`src/rtl/data_bus_arbiter_if.sv`:
```
`default_nettype none
// ============================================================================
// Module      : data_bus_arbiter_if
// Description : Bundles the two requester ports and the shared memory bus
//               port of data_bus_arbiter.
//               Requester x (x = 0 core data port, x = 1 USB copy engine):
//                 reqx, addressx[31:0], write_valuex[31:0],
//                 write_sectionsx[3:0]                      requester -> arb
//                 grantx, read_validx, read_valuex[31:0]    arb -> requester
//               Shared bus:
//                 memory_address[31:0], memory_write_value[31:0],
//                 memory_write_sections[3:0]                arb -> memory
//                 memory_read_value[31:0]                   memory -> arb
//               modport slave  : arbiter view.
//               modport master : requester / memory side view.
// Revision    : 1.0 - initial release
// ============================================================================
interface data_bus_arbiter_if;
  logic        req0;
  logic [31:0] address0;
  logic [31:0] write_value0;
  logic [3:0]  write_sections0;
  logic        grant0;
  logic        read_valid0;
  logic [31:0] read_value0;

  logic        req1;
  logic [31:0] address1;
  logic [31:0] write_value1;
  logic [3:0]  write_sections1;
  logic        grant1;
  logic        read_valid1;
  logic [31:0] read_value1;

  logic [31:0] memory_address;
  logic [31:0] memory_write_value;
  logic [3:0]  memory_write_sections;
  logic [31:0] memory_read_value;

  modport slave (
    input  req0, address0, write_value0, write_sections0,
    output grant0, read_valid0, read_value0,
    input  req1, address1, write_value1, write_sections1,
    output grant1, read_valid1, read_value1,
    output memory_address, memory_write_value, memory_write_sections,
    input  memory_read_value
  );

  modport master (
    output req0, address0, write_value0, write_sections0,
    input  grant0, read_valid0, read_value0,
    output req1, address1, write_value1, write_sections1,
    input  grant1, read_valid1, read_value1,
    input  memory_address, memory_write_value, memory_write_sections,
    output memory_read_value
  );
endinterface
`default_nettype wire

```
`src/rtl/data_bus_arbiter.sv`:
```
`default_nettype none
// ============================================================================
// Module      : data_bus_arbiter
// Description : Round-robin arbiter with a burst cap that shares the single
//               block-RAM/MMIO data port between the core data port
//               (requester 0) and the USB buffer copy engine (requester 1).
// Ports       : clk24   - system clock
//               reset_n - asynchronous active-low reset
//               bus     - data_bus_arbiter_if.slave (requesters + memory bus)
// Parameters  : MAX_BURST - max consecutive contended grants per owner, 1..256
// Revision    : 1.0 - initial release
// ============================================================================
module data_bus_arbiter #(
  parameter int MAX_BURST = 16
) (
  input  wire logic          clk24,
  input  wire logic          reset_n,
  data_bus_arbiter_if.slave  bus
);

  localparam int BW = (MAX_BURST < 2) ? 1 : $clog2(MAX_BURST);
  localparam logic [BW-1:0] BURST_LAST = BW'(MAX_BURST - 1);

  typedef enum logic [1:0] {
    IDLE = 2'd0,
    OWN0 = 2'd1,
    OWN1 = 2'd2
  } state_t;

  state_t        state_q, state_d;
  logic          last_owner_q, last_owner_d;
  logic [BW-1:0] burst_count_q, burst_count_d;
  logic          read_valid0_q, read_valid0_d;
  logic          read_valid1_q, read_valid1_d;

  logic          grant0;
  logic          grant1;

  // Grants come straight from the state register, so an asynchronous reset
  // removes them (and any write enables) without waiting for a clock edge.
  assign grant0 = bus.req0 && (state_q == OWN0);
  assign grant1 = bus.req1 && (state_q == OWN1);

  assign bus.grant0 = grant0;
  assign bus.grant1 = grant1;

  // Zero the bus when nobody owns it so a write can never leak out ungranted.
  always_comb begin
    bus.memory_address        = 32'd0;
    bus.memory_write_value    = 32'd0;
    bus.memory_write_sections = 4'd0;
    if (grant0) begin
      bus.memory_address        = bus.address0;
      bus.memory_write_value    = bus.write_value0;
      bus.memory_write_sections = bus.write_sections0;
    end else if (grant1) begin
      bus.memory_address        = bus.address1;
      bus.memory_write_value    = bus.write_value1;
      bus.memory_write_sections = bus.write_sections1;
    end
  end

  // Read data is a pass-through; the per-requester valid flags qualify it.
  assign bus.read_value0 = bus.memory_read_value;
  assign bus.read_value1 = bus.memory_read_value;
  assign bus.read_valid0 = read_valid0_q;
  assign bus.read_valid1 = read_valid1_q;

  always_comb begin
    state_d       = state_q;
    last_owner_d  = last_owner_q;
    burst_count_d = burst_count_q;
    read_valid0_d = grant0 && (bus.write_sections0 == 4'd0);
    read_valid1_d = grant1 && (bus.write_sections1 == 4'd0);

    case (state_q)
      IDLE: begin
        // last_owner points at whoever was served most recently, so a tie
        // goes to the other requester.
        if (bus.req0 && bus.req1) begin
          state_d = last_owner_q ? OWN0 : OWN1;
        end else if (bus.req0) begin
          state_d = OWN0;
        end else if (bus.req1) begin
          state_d = OWN1;
        end
      end

      OWN0: begin
        if (!bus.req0) begin
          state_d       = bus.req1 ? OWN1 : IDLE;
          last_owner_d  = 1'b0;
          burst_count_d = '0;
        end else if (bus.req1) begin
          if (burst_count_q == BURST_LAST) begin
            state_d       = OWN1;
            last_owner_d  = 1'b0;
            burst_count_d = '0;
          end else begin
            burst_count_d = burst_count_q + 1'b1;
          end
        end else begin
          // Uncontended streaming does not consume burst budget.
          burst_count_d = '0;
        end
      end

      OWN1: begin
        if (!bus.req1) begin
          state_d       = bus.req0 ? OWN0 : IDLE;
          last_owner_d  = 1'b1;
          burst_count_d = '0;
        end else if (bus.req0) begin
          if (burst_count_q == BURST_LAST) begin
            state_d       = OWN0;
            last_owner_d  = 1'b1;
            burst_count_d = '0;
          end else begin
            burst_count_d = burst_count_q + 1'b1;
          end
        end else begin
          burst_count_d = '0;
        end
      end

      default: begin
        state_d       = IDLE;
        burst_count_d = '0;
      end
    endcase
  end

  always_ff @(posedge clk24 or negedge reset_n) begin
    if (!reset_n) begin
      state_q       <= IDLE;
      last_owner_q  <= 1'b1;
      burst_count_q <= '0;
      read_valid0_q <= 1'b0;
      read_valid1_q <= 1'b0;
    end else begin
      state_q       <= state_d;
      last_owner_q  <= last_owner_d;
      burst_count_q <= burst_count_d;
      read_valid0_q <= read_valid0_d;
      read_valid1_q <= read_valid1_d;
    end
  end

endmodule
`default_nettype wire

```
`src/flat_wrapper.sv`:
```
// flat-port wrapper written by rule: the top's interface ports become plain ports
module data_bus_arbiter_flat 
#(
  parameter int MAX_BURST = 16
)
  (clk24, reset_n, bus_req0, bus_address0, bus_write_value0, bus_write_sections0, bus_grant0, bus_read_valid0, bus_read_value0, bus_req1, bus_address1, bus_write_value1, bus_write_sections1, bus_grant1, bus_read_valid1, bus_read_value1, bus_memory_address, bus_memory_write_value, bus_memory_write_sections, bus_memory_read_value);
  data_bus_arbiter_if bus_i ();
  input  wire logic clk24;
  input  wire logic reset_n;
  input wire logic [$bits(bus_i.req0)-1:0] bus_req0;
  input wire logic [$bits(bus_i.address0)-1:0] bus_address0;
  input wire logic [$bits(bus_i.write_value0)-1:0] bus_write_value0;
  input wire logic [$bits(bus_i.write_sections0)-1:0] bus_write_sections0;
  output wire logic [$bits(bus_i.grant0)-1:0] bus_grant0;
  output wire logic [$bits(bus_i.read_valid0)-1:0] bus_read_valid0;
  output wire logic [$bits(bus_i.read_value0)-1:0] bus_read_value0;
  input wire logic [$bits(bus_i.req1)-1:0] bus_req1;
  input wire logic [$bits(bus_i.address1)-1:0] bus_address1;
  input wire logic [$bits(bus_i.write_value1)-1:0] bus_write_value1;
  input wire logic [$bits(bus_i.write_sections1)-1:0] bus_write_sections1;
  output wire logic [$bits(bus_i.grant1)-1:0] bus_grant1;
  output wire logic [$bits(bus_i.read_valid1)-1:0] bus_read_valid1;
  output wire logic [$bits(bus_i.read_value1)-1:0] bus_read_value1;
  output wire logic [$bits(bus_i.memory_address)-1:0] bus_memory_address;
  output wire logic [$bits(bus_i.memory_write_value)-1:0] bus_memory_write_value;
  output wire logic [$bits(bus_i.memory_write_sections)-1:0] bus_memory_write_sections;
  input wire logic [$bits(bus_i.memory_read_value)-1:0] bus_memory_read_value;
  assign bus_i.req0 = bus_req0;
  assign bus_i.address0 = bus_address0;
  assign bus_i.write_value0 = bus_write_value0;
  assign bus_i.write_sections0 = bus_write_sections0;
  assign bus_grant0 = bus_i.grant0;
  assign bus_read_valid0 = bus_i.read_valid0;
  assign bus_read_value0 = bus_i.read_value0;
  assign bus_i.req1 = bus_req1;
  assign bus_i.address1 = bus_address1;
  assign bus_i.write_value1 = bus_write_value1;
  assign bus_i.write_sections1 = bus_write_sections1;
  assign bus_grant1 = bus_i.grant1;
  assign bus_read_valid1 = bus_i.read_valid1;
  assign bus_read_value1 = bus_i.read_value1;
  assign bus_memory_address = bus_i.memory_address;
  assign bus_memory_write_value = bus_i.memory_write_value;
  assign bus_memory_write_sections = bus_i.memory_write_sections;
  assign bus_i.memory_read_value = bus_memory_read_value;
  data_bus_arbiter #(.MAX_BURST(MAX_BURST)) u_core (.clk24(clk24), .reset_n(reset_n), .bus(bus_i));
endmodule
```
`config.mk`:
```
export PLATFORM = sky130hd
export DESIGN_NAME = data_bus_arbiter_flat
export DESIGN_NICKNAME = d
export VERILOG_FILES = /design/src/rtl/data_bus_arbiter_if.sv /design/src/rtl/data_bus_arbiter.sv /design/src/flat_wrapper.sv
export SDC_FILE = /design/constraint.sdc
export NUM_CORES = 1
export LEC_CHECK = 0
export CAP_MARGIN = 5
export CORE_AREA = 2 2 118 120
export DETAILED_ROUTE_END_ITERATION = 10
export DIE_AREA = 0 0 120 122
export PLACE_DENSITY_LB_ADDON = 0.12
export SLEW_MARGIN = 40
export SYNTH_ARGS = -nofsm -noshare
export SYNTH_HDL_FRONTEND = slang
export SYNTH_SLANG_ARGS = --single-unit
```
`constraint.sdc`:
```
create_clock -name clk24 -period 2.28 [get_ports clk24]
set_input_delay 0.684 -clock clk24 [delete_from_list [all_inputs] [get_ports clk24]]
set_output_delay 0.684 -clock clk24 [all_outputs]
set_load 0.005 [all_outputs]
```
==> flow_metrics.py <==
metrics = {
    "synthesis": {
        "synth_xor_area_share_pct": 0,
        "synth_nets": 384,
        "postSynthAreaPerCell_um2": 8.36,
        "synthMuxAreaShare_pct": 1.74,
        "synthesis.area_um2": 1730,
        "synth-seq-cells": 9,
        "synthSimpleGateAreaFrac_pct": 7.52,
        "ys_seq_area_share_pct": 13.1,
        "yosysUniqueCellTypes": 34,
        "synth-adder-area-share_pct": 3.62,
        "synth_top_family_by_area": "compound AO/OA/AOI/OAI gates",
        "yosys_warnings": 0,
        "synth_compound_area_share_pct": 39.9,
        "synth_cells": 207,
    },
    "final_layout": {
        "final_common_cell": "clkdlybuf4s50_1",
        "final_cell_mix": "clkdlybuf4s50_1 (139), a22o_1 (68), buf_2 (46), buf_4 (23)",
        "area_growth_pct": 142,
        "drive_gt1_share_pct": 34.4,
        "fin_area_um2": 4180,
        "nets": 579,
        "nFillCells": 1439,
    },
    "floorplan": {
        "core_um2": 13500,
        "num_rows": 43,
        "ios": 308,
        "dieHeight_um": 122,
        "die_area_um2": 14600,
        "die_w_um": 120,
        "start_util_pct": 12.8,
    },
    "clock_tree": {
        "clockBufferDepth": 2,
        "clk_latency_ps": 230,
        "cts.sink_count": 9,
        "cts_tree": "done",
        "clkTransAtPathRegs_ps": 40,
        "ctsHtreeMaxLevel": 1,
        "cts_root_buf": "clkbuf_16",
        "cts_buffers": 3,
    },
    "power": {
        "power.leakage_nw": 1.90,
        "power_density_nw_per_um2": 677,
        "p_total_mw": 2.83,
        "power.switching_mw": 0.952,
        "p_clk_share_pct": 10.9,
        "p_int_mw": 1.88,
        "power_frac_seq_pct": 7.9,
        "ir_worst_vdd_mv": 0.179,
        "p_sw_share_pct": 33.6,
        "combPwrFrac_pct": 81.1,
    },
    "detailed_routing": {
        "drtPass1Iterations": 4,
        "vias_per_cell": 4.05,
        "wire_per_inst_um": 18.5,
        "drt_iter0_drc": 69,
        "drc_errors": 0,
        "routed_wl_um": 10800,
        "antenna_left": 0,
        "via_count": 2361,
    },
    "sta": {
        "fin_skew_ps": 1.48,
        "hold_viol": 0,
        "slew_headroom_pct": 65.8,
        "setup-tns-final_ps": -9920,
        "hold-worst-slack_ps": 503,
        "setup_viol": 68,
        "finalCritPeriodShare_pct": 112,
        "min_period_ps": 2550,
        "maxSlewViolCount": 0,
        "rsz0062_at_grt": "yes",
        "max_freq_mhz": 392,
        "worst_pin_slew_ps": 513,
        "worst_slack_ps": -274,
    },
    "global_route": {
        "grt_pass1_wl_um": 14700,
        "grt_usage_pct": 13.5,
        "grt_pass1_vias": 2354,
        "globalRouteOverflowTotal": 0,
        "antenna_found_initial": 2,
        "grt_start_max_net_pins": 18,
    },
    "run": {
        "cap_violations": 0,
    },
    "hold_path": {
        "worstHoldPathCells": 2,
        "hold_class": "reg -> reg",
        "hold_path_end": "u_core.last_owner_q",
        "hold_start": "u_core.last_owner_q",
    },
    "placed_design": {
        "port-buffer-count": 211,
        "post-dp-hpwl_um": 7790,
        "placed_cell_area_um2": 3750,
        "preCtsSetupSlack_ps": -892,
        "gp_congestion": 0.710,
    },
    "critical_path": {
        "worstPathMaxFanout": 6,
        "r2r_cells": 9,
        "crit_type": "reg -> out",
        "reg2reg_setup_slack_ps": 180,
        "reg2reg_to": "u_core.burst_count_q[3]",
        "startpoint_type": "flop",
        "end_kind": "output pin",
        "worst_r2r_startpoint": "u_core.state_q[1]",
        "cp.required_ps": 1600,
        "crit_arrival_ps": 1870,
    },
    "outcome": {
        "outcome": "complete, but fails checks",
        "violations": "setup timing",
    },
}
metrics by stage:
stage | utilization [%] | std cells
after floorplan | - | 207
after global routing | 30.9 | 581
final | 31.0 | 583
after global placement | 27.7 | 540
after detailed placement | 27.7 | 540
after CTS | 31.2 | 571
kinds of logic (layout without fill, tap and decap cells):
logic type / after synthesis / in the layout
buffers and inverters: 84 / 278
AO/OA/AOI/OAI: 83 / 83
AND/OR/NAND/NOR: 24 / 24
flip-flops: 9 / 9
adder cells (fa/ha/maj): 5 / 5
multiplexers: 2 / 2
other: 0 / 2
registers in the layout (all words and copies together) (netlist names):
signal                  count
u_core.burst_count_q        4
u_core.state_q              2
u_core.bus.read_valid0      1
u_core.bus.read_valid1      1
u_core.last_owner_q         1
how the worst max path moves through the flow:
| stage | end | slack [ps] | depth (start not counted) | startpoint |
|---|---|---|---|---|
| after detailed placement | bus_memory_write_value[9] | -890 | 6 | bus_req1 |
| final | bus_memory_address[5] | -270 | 10 | u_core.state_q[1] |
| after global routing | bus_memory_address[4] | -360 | 10 | u_core.state_q[1] |
| after global placement | bus_memory_write_value[9] | -900 | 6 | bus_req1 |
| after floorplan | bus_memory_write_value[10] | 240 | 5 | bus_req0 |
| after CTS | bus_memory_write_value[20] | -310 | 9 | u_core.state_q[1] |
cells in the mapped netlist, drive strengths merged:
master	number	area, um^2
a21boi	1	7.51
a21o	1	7.51
a21oi	1	5.00
a22o	68	596
a22oi	1	7.51
a31oi	1	6.26
and3	1	6.26
and3b	1	8.76
buf	75	557
clkbuf	4	15.0
dfrtp	8	200
dfstp	1	26.3
ha	5	62.6
inv	5	18.8
mux2	2	30.0
nand2	5	21.3
nand2b	3	18.8
nand3	1	5.00
nand4	2	12.5
nor2	6	25.0
nor2b	1	6.26
nor3	1	5.00
nor4	1	6.26
o2111ai	1	8.76
o21a	1	8.76
o21ai	7	35.0
o41ai	1	8.76
or4	2	15.0
final cells by class:
cell class                 instances  area [um^2]  area share (%)
clock buffer                       4         78.8            1.88
antenna                            2         5.00           0.120
timing repair buffer             269         2670            63.7
sequential                         9          226            5.41
multi-input combinational        114          956            22.8
inverter                           5         26.3           0.628
tap                              180          225            5.38
critical path, stage by stage, from the launching register on:
cell	delay [ps]
dfrtp_1	400
buf_6	140
ha_4	160
nand2_4	80
nor2_4	60
buf_6	120
buf_12	130
buf_16	130
buf_4	120
a22o_1	170
buf_2	120
power groups by stage:
stage	Combinational, mW	Sequential, mW	Clock [mW]
floorplan	0.809	0.218	0
global placement	1.89	0.219	0
detailed placement	1.87	0.220	0
CTS	2.25	0.223	0.320
global route	2.47	0.231	0.330
finish	2.30	0.225	0.309
repair_timing:
| item | in CTS | in global routing |
|---|---|---|
| setup buffers | 18 | 10 |
| endpoints found under the hold margin | 0 | 0 |
| setup endpoints to repair | 70 | 68 |
| pin swaps | 4 | 17 |
| hold buffers | 0 | 0 |
| gates cloned | 9 | 2 |
| resized for setup | 205 | 82 |
metal layers:
layer,part of all wire [%],routed length [um],vias up,track usage [%]
met5,0,0,-,0
met4,0.75,81,0,2.35
met2,50,5410,152,23.8
li1,-,-,1118,-
met3,8.2,886,10,4.31
met1,41,4390,1081,16.2
No activity file was read; power rests on OpenSTA's default activity.
